**src/rtl/dds_update_scheduler_pkg.sv**
```systemverilog
// Shared constants for the DDS update scheduler: register-type encoding and
// the PID channel addresses of the first frequency/phase/amplitude register.
package dds_update_scheduler_pkg;

    // PID channel index of DDS0's frequency, phase and amplitude registers
    localparam int FREQ0  = 8;
    localparam int PHASE0 = 12;
    localparam int AMP0   = 16;

    // Number of register types held per DDS
    localparam int N_TYPES = 3;

    // Register-type encoding, also the type arbitration order
    localparam logic [1:0] TYPE_FREQ  = 2'd0;
    localparam logic [1:0] TYPE_PHASE = 2'd1;
    localparam logic [1:0] TYPE_AMP   = 2'd2;

    // Successor of a register type in the freq -> phase -> amp wrap order
    function automatic logic [1:0] next_type(input logic [1:0] t);
        return (t == TYPE_AMP) ? TYPE_FREQ : t + 2'd1;
    endfunction

endpackage

```
**src/rtl/dds_update_scheduler_rr_arbiter.sv**
```systemverilog
// N-way round-robin first-one finder: returns the first asserted request
// at or after ptr, wrapping modulo N.
module dds_update_scheduler_rr_arbiter #(
    parameter int N = 4,
    parameter int W = (N > 1) ? $clog2(N) : 1
) (
    input  logic [N-1:0] req,
    input  logic [W-1:0] ptr,
    output logic         gnt_valid,
    output logic [W-1:0] gnt_idx
);

    logic [W-1:0] cand;

    // Walk the requests starting at ptr and latch the first one that is set
    always_comb begin
        gnt_valid = 1'b0;
        gnt_idx   = '0;
        cand      = ptr;
        for (int i = 0; i < N; i++) begin
            if (!gnt_valid && req[cand]) begin
                gnt_valid = 1'b1;
                gnt_idx   = cand;
            end
            cand = (cand == W'(N - 1)) ? '0 : cand + W'(1);
        end
    end

endmodule

```
**src/rtl/dds_update_scheduler.sv**
```systemverilog
// Coalescing update scheduler between the PID output stream and the DDS
// controllers. One pending slot per (DDS, register type); a slot is issued
// to its controller only when that controller is idle and out of holdoff.
module dds_update_scheduler
    import dds_update_scheduler_pkg::*;
#(
    parameter int N_DDS      = 4,
    parameter int W_CHAN     = 5,
    parameter int W_DATA     = 48,
    parameter int FREQ_BASE  = FREQ0,
    parameter int PHASE_BASE = PHASE0,
    parameter int AMP_BASE   = AMP0,
    parameter int HOLDOFF    = 2,
    parameter int W_DROP     = 16
) (
    input  logic                 clk_in,
    input  logic                 rst_n_in,
    input  logic                 dv_in,
    input  logic [W_CHAN-1:0]    chan_in,
    input  logic [W_DATA-1:0]    data_in,
    input  logic [N_DDS-1:0]     busy_in,
    output logic [N_DDS-1:0]     freq_dv_out,
    output logic [N_DDS-1:0]     phase_dv_out,
    output logic [N_DDS-1:0]     amp_dv_out,
    output logic [W_DATA-1:0]    data_out,
    output logic [3*N_DDS-1:0]   pending_out,
    output logic [W_DROP-1:0]    drop_cnt_out
);

    localparam int W_DDS  = (N_DDS > 1) ? $clog2(N_DDS) : 1;
    localparam int W_HOLD = (HOLDOFF > 0) ? $clog2(HOLDOFF + 1) : 1;

    logic [W_DATA-1:0]               slot_val [N_DDS][N_TYPES];
    logic [N_TYPES-1:0][N_DDS-1:0]   pend;
    logic [W_HOLD-1:0]               holdoff  [N_DDS];
    logic [1:0]                      type_ptr [N_DDS];
    logic [W_DDS-1:0]                rr_ptr;

    logic [31:0]                     chan_w;
    logic                            wr_hit;
    logic [W_DDS-1:0]                wr_dds;
    logic [1:0]                      wr_type;

    logic [N_DDS-1:0]                eligible;
    logic                            dds_valid;
    logic [W_DDS-1:0]                iss_dds;
    logic [N_DDS-1:0]                type_valid;
    logic [1:0]                      type_idx [N_DDS];
    logic [1:0]                      iss_type;
    logic                            issue_now;
    logic                            same_slot;

    assign chan_w      = 32'(chan_in);
    assign pending_out = pend;

    // Map the PID channel onto a (DDS, register type) slot; anything else is ignored
    always_comb begin
        wr_hit  = 1'b0;
        wr_dds  = '0;
        wr_type = TYPE_FREQ;
        if (dv_in) begin
            if (chan_w >= 32'(FREQ_BASE) && chan_w < 32'(FREQ_BASE + N_DDS)) begin
                wr_hit  = 1'b1;
                wr_type = TYPE_FREQ;
                wr_dds  = W_DDS'(chan_w - 32'(FREQ_BASE));
            end else if (chan_w >= 32'(PHASE_BASE) && chan_w < 32'(PHASE_BASE + N_DDS)) begin
                wr_hit  = 1'b1;
                wr_type = TYPE_PHASE;
                wr_dds  = W_DDS'(chan_w - 32'(PHASE_BASE));
            end else if (chan_w >= 32'(AMP_BASE) && chan_w < 32'(AMP_BASE + N_DDS)) begin
                wr_hit  = 1'b1;
                wr_type = TYPE_AMP;
                wr_dds  = W_DDS'(chan_w - 32'(AMP_BASE));
            end
        end
    end

    for (genvar d = 0; d < N_DDS; d++) begin : g_dds
        assign eligible[d] = !busy_in[d] && (holdoff[d] == '0) &&
                             (pend[TYPE_FREQ][d] || pend[TYPE_PHASE][d] || pend[TYPE_AMP][d]);

        dds_update_scheduler_rr_arbiter #(.N(N_TYPES), .W(2)) u_type_arb (
            .req       ({pend[TYPE_AMP][d], pend[TYPE_PHASE][d], pend[TYPE_FREQ][d]}),
            .ptr       (type_ptr[d]),
            .gnt_valid (type_valid[d]),
            .gnt_idx   (type_idx[d])
        );
    end

    dds_update_scheduler_rr_arbiter #(.N(N_DDS), .W(W_DDS)) u_dds_arb (
        .req       (eligible),
        .ptr       (rr_ptr),
        .gnt_valid (dds_valid),
        .gnt_idx   (iss_dds)
    );

    assign iss_type  = type_idx[iss_dds];
    assign issue_now = dds_valid && type_valid[iss_dds];
    assign same_slot = issue_now && wr_hit && (wr_dds == iss_dds) && (wr_type == iss_type);

    // Register the issue, advance the pointers and holdoffs, and capture writes
    always_ff @(posedge clk_in or negedge rst_n_in) begin
        if (!rst_n_in) begin
            freq_dv_out  <= '0;
            phase_dv_out <= '0;
            amp_dv_out   <= '0;
            data_out     <= '0;
            drop_cnt_out <= '0;
            pend         <= '0;
            rr_ptr       <= '0;
            for (int d = 0; d < N_DDS; d++) begin
                holdoff[d]  <= '0;
                type_ptr[d] <= TYPE_FREQ;
                for (int t = 0; t < N_TYPES; t++) begin
                    slot_val[d][t] <= '0;
                end
            end
        end else begin
            freq_dv_out  <= '0;
            phase_dv_out <= '0;
            amp_dv_out   <= '0;

            for (int d = 0; d < N_DDS; d++) begin
                if (holdoff[d] != '0) begin
                    holdoff[d] <= holdoff[d] - W_HOLD'(1);
                end
            end

            if (issue_now) begin
                case (iss_type)
                    TYPE_FREQ:  freq_dv_out[iss_dds]  <= 1'b1;
                    TYPE_PHASE: phase_dv_out[iss_dds] <= 1'b1;
                    TYPE_AMP:   amp_dv_out[iss_dds]   <= 1'b1;
                    default:    ;
                endcase
                data_out                <= slot_val[iss_dds][iss_type];
                pend[iss_type][iss_dds] <= 1'b0;
                rr_ptr                  <= (iss_dds == W_DDS'(N_DDS - 1)) ? '0 : iss_dds + W_DDS'(1);
                type_ptr[iss_dds]       <= next_type(iss_type);
                holdoff[iss_dds]        <= W_HOLD'(HOLDOFF);
            end

            // A write to the slot being issued re-arms it without counting as a drop
            if (wr_hit) begin
                slot_val[wr_dds][wr_type] <= data_in;
                pend[wr_type][wr_dds]     <= 1'b1;
                if (pend[wr_type][wr_dds] && !same_slot && (drop_cnt_out != '1)) begin
                    drop_cnt_out <= drop_cnt_out + W_DROP'(1);
                end
            end
        end
    end

endmodule

```
**config.mk**
```make
export PLATFORM = sky130hd
export DESIGN_NAME = dds_update_scheduler
export DESIGN_NICKNAME = d
export VERILOG_FILES = /design/src/rtl/dds_update_scheduler_pkg.sv /design/src/rtl/dds_update_scheduler_rr_arbiter.sv /design/src/rtl/dds_update_scheduler.sv
export SDC_FILE = /design/constraint.sdc
export NUM_CORES = 1
export LEC_CHECK = 0
export BUFFER_PORTS_ARGS = -buffer_cell sky130_fd_sc_hd__buf_2
export CAP_MARGIN = 0
export CORE_MARGIN = 2
export CORE_UTILIZATION = 60
export CTS_BUF_LIST = sky130_fd_sc_hd__clkbuf_2
export CTS_CLUSTER_SIZE = 30
export DETAILED_ROUTE_END_ITERATION = 7
export GPL_ROUTABILITY_DRIVEN = 0
export PLACE_DENSITY_LB_ADDON = 0.15
export SLEW_MARGIN = 5
export SYNTH_ARGS = -nofsm -noshare
export SYNTH_HDL_FRONTEND = slang
export SYNTH_HIERARCHICAL = 1
export SYNTH_SLANG_ARGS = --single-unit
```
**constraint.sdc**
```tcl
create_clock -name clk_in -period 4.7 [get_ports clk_in]
set_input_delay 0.235 -clock clk_in [delete_from_list [all_inputs] [get_ports clk_in]]
set_output_delay 0.235 -clock clk_in [all_outputs]
set_load 0.005 [all_outputs]
```
=== After elaboration in Yosys (flattened, before gate mapping) ===
Cells that the tools add are included.

* Order comparisons: 37
* Reduce and logical (&&, ||, !) cells: 69
* Add/subtract/negate cells: 21
* Muxes and demuxes: 133
* Equal/unequal tests: 17
* Bitwise logic cells: 10

{| class="wikitable"
|+ Operator list
! operator !! number
|-
| 576-bit bitwise mux || 1
|-
| 144-bit 2-to-1 mux || 3
|-
| 144-bit binary-select mux with 2-bit select || 1
|-
| 144-bit demux with 2-bit select || 1
|-
| 48-bit 2-to-1 mux || 3
|-
| 48-bit binary-select mux with 2-bit select || 1
|-
| 48-bit demux with 2-bit select || 1
|-
| 2-bit 2-to-1 mux || 44
|-
| 2-bit by 3-bit less-than comparator with 1-bit output, second input constant || 20
|-
| 1-bit 2-to-1 mux || 40
|-
| 1-bit binary-select mux with 2-bit select || 18
|-
| 4-bit 2-to-1 mux || 9
|-
| 1-bit logical AND || 35
|-
| 2-bit by 1-bit adder with 2-bit output, second input constant || 13
|-
| 2-bit equality test, second input constant || 13
|-
| 12-bit 2-to-1 mux || 2
|-
| 16-bit by 1-bit adder with 16-bit output, second input constant || 1
|-
| 4-bit demux with 2-bit select || 2
|-
| 1-bit logical NOT || 16
|-
| 16-bit != test, second input constant || 1
|-
| 2-bit by 1-bit subtractor with 2-bit output, second input constant || 7
|-
| 12-bit bitwise AND || 1
|-
| 3-bit greater-or-equal comparator, second input constant || 4
|-
| 12-bit inverter || 1
|-
| other kinds (23) || 49
|}

* Register bits after elaboration: 682
* Input port bits: 60
* Output and inout bits: 88
* Word-level logic and storage cells: 316

=== Logic depth before layout (Yosys ltp) ===
Gate-level depths: netlist (run 1).

* Depth after elaboration: 28
* Mapped depth: 15
* Gate-level depth less buffers: 12

=== By module ===
Netlist (run 1), hierarchy kept.

{| class="wikitable"
|+ Modules (own cells, without submodules)
! module !! cells an instance !! times used !! seq. area each (um2) !! area each (um2)
|-
| dds_update_scheduler || 2,023 || 1 || 17,066.4 || 30,259.0
|-
| dds_update_scheduler_rr_arbiter (u_dds_arb) || 38 || 1 || 0.0 || 267.8
|-
| dds_update_scheduler_rr_arbiter (g_dds[0].u_type_arb ...) || 8 || 4 || 0.0 || 48.8
|}

=== Worst setup path before layout (run 1) ===
No wires, ideal clock.

* Kind: reg-to-reg
* Start point: register pend (netlist bit pending_out[7])
* End point: register drop_cnt_out[7]
* Arrival: 3,675 ps
* Clock period less this slack: 3,806 ps
* Cell stages (with the launch flop): 14
* Path buffers: 3
* Library setup time: 132 ps
* Path slack: 894 ps
* Data required time: 4,568 ps
* Path through: dfrtp_1 > nor3_1 > nor4_1 > o21ai_1 > a311o_1 > o311ai_2 > buf_6 > mux4_2 > buf_2 > xnor2_2 > o41ai_4 > buf_6 > nor3_1 > xor2_1

* Cells in the longest elaborated chain, start to end: 25
* Elaborated cells on any way between the ends: 61
* Classes of those cells: eq/ne (2); mux (37); bitwise (1); reduce/logical (21)

{| class="wikitable"
|+ Ends and longest elaborated chain
! item !! RTL line !! source
|-
| from (decl) || dds_update_scheduler.sv:34 || <nowiki>logic [N_TYPES-1:0][N_DDS-1:0] pend;</nowiki>
|-
| from (signal assigned) || dds_update_scheduler.sv:109 || <nowiki>pend <= '0;</nowiki>
|-
| from (signal, indexed assignment) || dds_update_scheduler.sv:137 || <nowiki>pend[iss_type][iss_dds] <= 1'b0;</nowiki>
|-
| from (signal, indexed assignment) || dds_update_scheduler.sv:146 || <nowiki>pend[wr_type][wr_dds] <= 1'b1;</nowiki>
|-
| 1-bit logical OR (*) (2 in a row) || dds_update_scheduler.sv:80 || <nowiki>(pend[TYPE_FREQ][d] || pend[TYPE_PHASE][d] || pend[TYPE_AMP][d]);</nowiki>
|-
| 1-bit logical AND (*) || dds_update_scheduler.sv:79 || <nowiki>assign eligible[d] = !busy_in[d] && (holdoff[d] == '0) &&</nowiki>
|-
| via eligible[3] || dds_update_scheduler.sv:44 || <nowiki>logic [N_DDS-1:0] eligible;</nowiki>
|-
| 1-bit binary-select mux with 2-bit select || dds_update_scheduler_rr_arbiter.sv:21 || <nowiki>if (!gnt_valid && req[cand]) begin</nowiki>
|-
| 1-bit 2-to-1 mux (not written as such) || dds_update_scheduler_rr_arbiter.sv:21 ||
|-
| 1-bit 2-to-1 mux || dds_update_scheduler_rr_arbiter.sv:21 ||
|-
| 1-bit logical NOT || dds_update_scheduler_rr_arbiter.sv:21 ||
|-
| 1-bit logical AND || dds_update_scheduler_rr_arbiter.sv:21 ||
|-
| (+7 left out) || n/a ||
|-
| via iss_dds[0] || dds_update_scheduler.sv:46 || <nowiki>logic [W_DDS-1:0] iss_dds;</nowiki>
|-
| (+1 left out) || n/a ||
|-
| 2-bit binary-select mux with 2-bit select or 1-bit 2-to-1 mux (tied branches) || dds_update_scheduler.sv:97, dds_update_scheduler.sv:98 ||
|-
| 2-bit 2-to-1 mux (not written as such) or 1-bit logical AND (tied branches) || dds_update_scheduler.sv:97, dds_update_scheduler.sv:98 ||
|-
| 2-bit 2-to-1 mux (not written as such) or 1-bit logical AND (tied branches) || dds_update_scheduler.sv:97, dds_update_scheduler.sv:99 ||
|-
| 2-bit equality test or 1-bit logical AND (tied branches) || dds_update_scheduler.sv:99 || <nowiki>assign same_slot = issue_now && wr_hit && (wr_dds == iss_dds) && (wr_type == iss_type);</nowiki>
|-
| 1-bit logical AND (*) || dds_update_scheduler.sv:99 ||
|-
| 1-bit logical NOT (*) || dds_update_scheduler.sv:147 || <nowiki>if (pend[wr_type][wr_dds] && !same_slot && (drop_cnt_out != '1)) begin</nowiki>
|-
| 1-bit logical AND (*) (2 in a row) || dds_update_scheduler.sv:147 ||
|-
| 2-bit AND reduction (no line) (*) || n/a ||
|-
| to (signal assigned) || dds_update_scheduler.sv:148 || <nowiki>drop_cnt_out <= drop_cnt_out + W_DROP'(1);</nowiki>
|-
| to (decl) || dds_update_scheduler.sv:27 || <nowiki>output logic [W_DROP-1:0] drop_cnt_out</nowiki>
|}

Mark *: on every way through the listed nets, which the timed path passes. The rest lies on a longest branch. The select of a mux whose other input is x is not followed.
A chain may end at the register's enable or synchronous reset.

=== Worst setup path after layout (run 1) ===
* Start point: register rr_ptr[0]
* End point: register drop_cnt_out[1]

* Cells in the longest elaborated chain, start to end: 22
* Elaborated cells on any way between the ends: 47
* Classes of those cells: add/sub (3); eq/ne (5); mux (24); bitwise (1); reduce/logical (14)

{| class="wikitable"
|+ Ends and longest elaborated chain
! item !! RTL line !! source
|-
| from (decl) || dds_update_scheduler.sv:37 || <nowiki>logic [W_DDS-1:0] rr_ptr;</nowiki>
|-
| from (signal assigned) || dds_update_scheduler.sv:138 || <nowiki>rr_ptr <= (iss_dds == W_DDS'(N_DDS - 1)) ? '0 : iss_dds + W_DDS'(1);</nowiki>
|-
| branches (longest 11 deep; another with 2-bit by 1-bit adder with 2-bit output) || n/a ||
|-
| 2-bit 2-to-1 mux (*) || dds_update_scheduler_rr_arbiter.sv:21 ||
|-
| via iss_dds[0] || dds_update_scheduler.sv:46 ||
|-
| 2-bit inverter with 3-bit output (not written as such) or 1-bit binary-select mux with 2-bit select (tied branches) || dds_update_scheduler.sv:97, dds_update_scheduler.sv:98 ||
|-
| 2-bit binary-select mux with 2-bit select or 1-bit 2-to-1 mux (tied branches) || dds_update_scheduler.sv:97, dds_update_scheduler.sv:98 ||
|-
| 2-bit 2-to-1 mux (not written as such) or 1-bit logical AND (tied branches) || dds_update_scheduler.sv:97, dds_update_scheduler.sv:98 ||
|-
| 2-bit 2-to-1 mux (not written as such) or 1-bit logical AND (tied branches) || dds_update_scheduler.sv:97, dds_update_scheduler.sv:99 ||
|-
| 2-bit equality test or 1-bit logical AND (tied branches) || dds_update_scheduler.sv:99 ||
|-
| 1-bit logical AND (*) || dds_update_scheduler.sv:99 ||
|-
| 1-bit logical NOT (*) || dds_update_scheduler.sv:147 ||
|-
| 1-bit logical AND (*) (2 in a row) || dds_update_scheduler.sv:147 ||
|-
| 2-bit AND reduction (no line) (*) || n/a ||
|}

Mark *: on every way through the listed nets, which the timed path passes. The select of a mux whose other input is x is not followed.

==> flow_summary.yaml, run 1 <==
status:
  status: "complete, no violations"
worst_setup_path:
  critPathCaptureType: "flip-flop"
  cp.required_ns: 5.96
  crit_type: "reg -> reg"
  startpoint_type: "flip-flop"
  path_max_fanout: 15
  arrival_ns: 5.53
drt:
  drc: 0
  wl_um: 72200
  ant_nets: 0
  vias_per_cell: 6.00
  dr.pass1.iters: 5
  wl_per_cell_um: 22.6
  via_count: 19100
  drt-initial-drc-count: 1281
clocking:
  clk_latency_ns: 1.39
  postCtsSetupBuffers: 0
  htreeDepth: 4
  cts.path.max_buffers: 3
  cts_resized: 0
  clk_pin_slew_ns: 0.09
  holdBufCountCts: 123
  cts.sink_count: 682
  cts_made_buffers: 173
  cts-root-buf: "clkbuf_2"
  cts_tree: "yes"
worst_hold_path:
  hold_path.class: "in -> reg"
sta:
  layout_min_cycle_time_ns: 4.27
  timing.fmax_ghz: 0.234
  slew_violations: 0
  rsz0062_at_grt: "no"
  clock_skew_ns: 0.0560
  finalHoldViolCount: 0
  setup_tns_ns: 0
  fin_crit_sh_pct: 90.9
  worst_pin_slew_ns: 1.13
  setup_viol: 0
  relSlewSlack_pct: 24.2
global_route:
  busiest_layer: "met2"
  grt_pass1_wl_um: 115000
  antenna_found_initial: 5
  grt_overflow: 0
  grt_max_degree: 151
  grt.total_usage_pct: 28.4
  grt_pass1_vias: 20300
  use_met2_pct: 44.9
  gr-usage-met3_pct: 6.06
  grt_use_met1_pct: 39.3
floorplan:
  die_y_um: 230
  num_rows: 82
  initial_core_util_pct: 61.0
  die_w_um: 230
  ios: 148
  die_area_um2: 53000
  core_um2: 50400
logic_synthesis:
  ys_ff_latch: 682
  synth_edf_count: 0
  ys_seq_area_share_pct: 55.6
  synthArstFlopShare_pct: 100
  syn-instance-count: 2093
  avgSynthCellArea_um2: 14.7
  syn_area_um2: 30700
  synth-simple-area-share_pct: 3.98
  synthXorXnorAreaFrac_pct: 0.538
  synth_compound_area_share_pct: 3.35
  synthAdderAreaFrac_pct: 0.244
  syn_nets: 2159
  synth_mux_area_share_pct: 33.6
  synth_top_family_by_area: "multiplexers"
  synth_ff_type: "dfrtp_1"
  yosysWarnings: 6
  synthDistinctLibCells: 67
layout:
  final_cell_mix: "dfrtp_1 (682), mux2_2 (576), clkbuf_2 (248)"
  layout_commonest_cell: "dfrtp_1"
  nets: 2467
  drive_gt1_share_pct: 48.6
  area_growth_pct: 13.9
job:
  max-cap-violations: 0
pwr:
  power.leakage_nw: 16.5
  power_density_nw_per_um2: 783
  fin_total_pwr_w: 0.0274
  peakVddDrop_uv: 1870
placement:
  portBuffers: 147
  dpl.hpwl_um: 39800
power by group:
group | leakage [nW] | total [W] | internal [W] | switching, W
registers | 8.75 | 0.00799 | 0.00723 | 0.000760
logic | 6.54 | 0.0153 | 0.00722 | 0.00810
clock network | 1.20 | 0.00410 | 0.00178 | 0.00232
total | 16.5 | 0.0274 | 0.0162 | 0.0112
layout make-up:
| class | count | area, um^2 |
|---|---|---|
| repair buffers | 313 | 2540 |
| diodes | 10 | 25.0 |
| flip-flops and latches | 682 | 17100 |
| clock buffers | 248 | 1240 |
| multi-input cells | 1212 | 12900 |
| inverters | 19 | 71.3 |
| well taps | 672 | 841 |
| fillers | 3519 | 15400 |
| clock inverters | 36 | 327 |
metal layers:
metal	part of all wire (%)	up-vias
met3	5.4	137
met5	0.018	-
met4	2.4	2
met2	49	576
met1	44	10000
li1	-	8387
worst paths after layout:
kind	from	endpoint	slack [ns]	depth (start not counted)
setup / recovery	rr_ptr[0]$_DFFE_PN0P_	drop_cnt_out[1]$_DFFE_PN0P_	0.43	11
hold / removal	chan_in[1]	drop_cnt_out[0]$_DFFE_PN0P_	0.13	6
setup reg to reg	rr_ptr[0]$_DFFE_PN0P_	drop_cnt_out[1]$_DFFE_PN0P_	0.43	11
max in group asynchronous	rst_n_in	slot_val[121]$_DFFE_PN0P_	3.10	6
hold reg to reg	data_out[36]$_DFFE_PN0P_	data_out[36]$_DFFE_PN0P_	0.48	2
min in group asynchronous	rst_n_in	drop_cnt_out[11]$_DFFE_PN0P_	0.58	5
sequential cells by signal, indices dropped and copies added, names as in the netlist:
name / count
rr_ptr: 2
data_out: 48
slot_val: 576
amp_dv_out: 4
drop_cnt_out: 16
freq_dv_out: 4
holdoff: 8
pending_out: 12
type_ptr: 8
phase_dv_out: 4
stage by stage:
step           util, %  std cells  setup WS, ns  area [um^2]  hold slack (ns)
4_1_cts           69.4       3182         0.459        35000          0.00716
3_5_place_dp      63.8       2775         0.441        32100            0.281
5_1_grt           69.5       3186         0.250        35000            0.102
3_3_place_gp      63.8       2775         0.585        32100            0.271
6_report          69.5       3192         0.426        35000            0.131
2_1_floorplan        -       2093         0.894        30700          -0.0606
cell families after synthesis:
logic type | after synthesis
compound gates | 168
buf+inv | 199
fa+ha+maj | 6
simple gates | 245
flops | 682
mux | 775
xor+xnor | 18
critical path, stage by stage (launching register included):
cell,delay [ns]
dfrtp_1,0.54
ha_1,0.57
mux2i_1,0.25
o22ai_1,0.11
a311o_1,0.33
o311ai_4,0.42
mux4_4,0.83
xnor2_2,0.21
o41ai_4,0.31
buf_12,0.21
nor2_2,0.06
mux2_1,0.33
synthesized netlist by cell type (2+ instances only):
library cell  instances  area [um^2]
o21bai_1              2         15.0
o22ai_1               7         43.8
nand3_1               5         25.0
nor4b_1               5         43.8
o21ai_1               5         25.0
nand2b_1              5         31.3
nand3b_1              2         15.0
a221oi_1              2         17.5
nand4_1               4         25.0
ha_1                  6         75.1
a21o_1                9         67.6
nor4_1                7         43.8
buf_2                53          265
nor2b_1               5         31.3
mux2i_1              51          510
o21ai_0              59          295
o211a_1               4         40.0
inv_1                19         71.3
nor3_1               10         50.1
mux2_2              576         6490
buf_1                12         45.0
nand2_1              98          368
and2_1                2         12.5
xor2_1               16          140
or3_1                 4         25.0
nor3b_1               3         22.5
dfrtp_1             682        17100
a21oi_1              55          275
mux4_2              147         3310
buf_4                 2         15.0
o21a_1                4         30.0
nor2_1               63          236
clkbuf_1            110          413
or4bb_1               2         22.5
a21boi_1              4         30.0
nor4_2                3         37.5
and3b_1               5         43.8
and3_1                7         43.8
nor3_2                8         80.1
buf_6                 3         33.8
No activity file was read; power rests on OpenSTA's default activity.
==> inputs of run 2 (changes only) <==
--- a/config.mk
+++ b/config.mk
@@ -5,15 +5,15 @@
 export SDC_FILE = /design/constraint.sdc
 export NUM_CORES = 1
 export LEC_CHECK = 0
-export BUFFER_PORTS_ARGS = -buffer_cell sky130_fd_sc_hd__buf_2
 export CAP_MARGIN = 0
 export CORE_MARGIN = 2
 export CORE_UTILIZATION = 60
 export CTS_BUF_LIST = sky130_fd_sc_hd__clkbuf_2
 export CTS_CLUSTER_SIZE = 30
 export DETAILED_ROUTE_END_ITERATION = 7
+export DONT_BUFFER_PORTS = 1
 export GPL_ROUTABILITY_DRIVEN = 0
-export PLACE_DENSITY_LB_ADDON = 0.15
+export PLACE_DENSITY = 0.76
 export SLEW_MARGIN = 5
 export SYNTH_ARGS = -nofsm -noshare
 export SYNTH_HDL_FRONTEND = slang
==> flow_summary.yaml, run 2 (synthesis gave the netlist of run 1 again) <==
status:
  status: "finished with violations"
  violations: "negative hold slack, max-slew violations"
worst_setup_path:
  critPathCaptureType: "flip-flop"
  r2r-end: "data_out[22]$_DFFE_PN0P_"
  r2r_setup_slack_ns: 0.35
  cp.required_ns: 5.90
  crit_start: "rr_ptr[1]$_DFFE_PN0P_"
  path_max_fanout: 55
  crit_type: "reg -> reg"
  arrival_ns: 5.55
  rr_startpoint: "rr_ptr[1]$_DFFE_PN0P_"
  ff2ff_path_depth: 12
  startpoint_type: "flip-flop"
  crit_path_end: "data_out[22]$_DFFE_PN0P_"
layout:
  final_cell_mix: "dfrtp_1 (682), mux2_2 (576), clkbuf_2 (237)"
  top_regs: "slot_val (576), data_out (48), drop_cnt_out (16)"
  stdcell_area_um2: 34400
  fillers: 3485
  regArea_um2: 17100
  final_core_util_pct: 68.3
  largest_register_ffs: 576
  nets: 2355
  layout_commonest_cell: "dfrtp_1"
  drive_gt1_share_pct: 44.1
  area_growth_pct: 11.9
  multi_input_area_um2: 12900
  top_register: "slot_val"
drt:
  drt-initial-drc-count: 1403
  wl_um: 70300
  dr.pass1.iters: 5
  wl_per_cell_um: 22.9
  ant_nets: 0
  vias_per_cell: 6.13
  drc: 0
  via_count: 18800
floorplan:
  die_area_um2: 53000
  ios: 148
  die_y_um: 230
  initial_core_util_pct: 61.0
  die_w_um: 230
  num_rows: 82
  core_um2: 50400
worst_hold_path:
  hold_path.class: "in -> async"
global_route:
  antenna_found_initial: 3
  grt_pass1_vias: 20300
  grt_max_degree: 683
  grt.total_usage_pct: 27.6
  grt_overflow: 0
  grt_pass1_wl_um: 113000
sta:
  relSlewSlack_pct: -22.7
  rsz0062_at_grt: "no"
  hold_slack_ns: -1.42
  setup_viol: 0
  slew_violations: 501
  setup_tns_ns: 0
  worst_pin_slew_ns: 1.84
  clock_skew_ns: 0.0834
  finalHoldViolCount: 682
  timing.fmax_ghz: 0.230
  layout_min_cycle_time_ns: 4.35
  fin_crit_sh_pct: 92.6
pwr:
  switching_share_pct: 41.0
  p_seq_share_pct: 30.0
  power.leakage_nw: 15.9
  p_int_w: 0.0158
  fin_total_pwr_w: 0.0269
  power_switching_w: 0.0110
  clkPwrFrac_pct: 14.6
  combPwrFrac_pct: 55.4
  power_density_nw_per_um2: 781
  peakVddDrop_uv: 1430
clocking:
  cts-root-buf: "clkbuf_2"
  cts.sink_count: 682
  cts_made_buffers: 168
  clk_latency_ns: 1.35
  cts_tree: "yes"
  cts.path.max_buffers: 3
  htreeDepth: 4
  clk_pin_slew_ns: 0.12
job:
  max-cap-violations: 0
placement:
  dpl_cell_area_um2: 31200
  portBuffers: 0
  dpl.hpwl_um: 37000
==> run 2: metrics by stage <==
step | setup slack (ns) | std cells
2_1_floorplan | 0.894 | 2093
3_3_place_gp | 0.386 | 2622
3_5_place_dp | 0.201 | 2622
4_1_cts | 0.182 | 3060
5_1_grt | 0.0145 | 3067
6_report | 0.349 | 3067
==> run 2: layer usage <==
| layer | part of all wire [%] | global-route usage [%] | vias to the layer above |
|---|---|---|---|
| met2 | 49 | 43.2 | 544 |
| met3 | 5.6 | 6.82 | 126 |
| met4 | 2.1 | 9.94 | 0 |
| li1 | - | - | 8126 |
| met1 | 44 | 38.1 | 10000 |
| met5 | 0 | 0 | - |
==> run 2: critical path, cell delays in order (launching register included) <==
cell and delay (ns):
dfrtp_1 0.48, ha_1 0.53, mux2i_1 0.29, nor3_2 0.11
a211oi_1 0.40, a221o_4 0.25, buf_4 0.29, mux4_2 0.30
buf_6 0.55, nor2b_4 0.31, buf_4 0.41, a21oi_1 0.12
o21ai_0 0.18
==> run 2: timing repair <==
action | CTS | global route
endpoints found under the setup margin | 0 | 26
hold endpoints to repair | 1324 | 683
resized for setup | 0 | 2
setup buffers | 0 | 4
hold buffers | 164 | 1
==> run 2: layout make-up <==
| cell class | instances | share of cell area [%] |
|---|---|---|
| sequential | 682 | 49.6 |
| multi-input combinational | 1212 | 37.5 |
| timing repair buffer | 206 | 5.93 |
| clock buffer | 237 | 3.45 |
| tap | 672 | 2.44 |
| clock inverter | 37 | 0.844 |
| inverter | 19 | 0.207 |
| antenna | 2 | 0.0146 |
==> run 2: worst min-delay path by stage <==
stage | end | cells after the start
floorplan | amp_dv_out[0]$_DFF_PN0_ | 0
global placement | drop_cnt_out[14]$_DFFE_PN0P_ | 0
detailed placement | drop_cnt_out[8]$_DFFE_PN0P_ | 0
CTS | drop_cnt_out[8]$_DFFE_PN0P_ | 0
global route | drop_cnt_out[8]$_DFFE_PN0P_ | 0
finish | drop_cnt_out[8]$_DFFE_PN0P_ | 0
==> run 2: power groups by stage <==
stage                     Combinational, W  Sequential [W]  Clock (W)
after floorplan                     0.0113         0.00785          0
after global placement              0.0143         0.00806          0
after detailed placement            0.0146         0.00816          0
after CTS                           0.0149         0.00804    0.00403
after global routing                0.0161         0.00820    0.00436
final                               0.0149         0.00806    0.00391
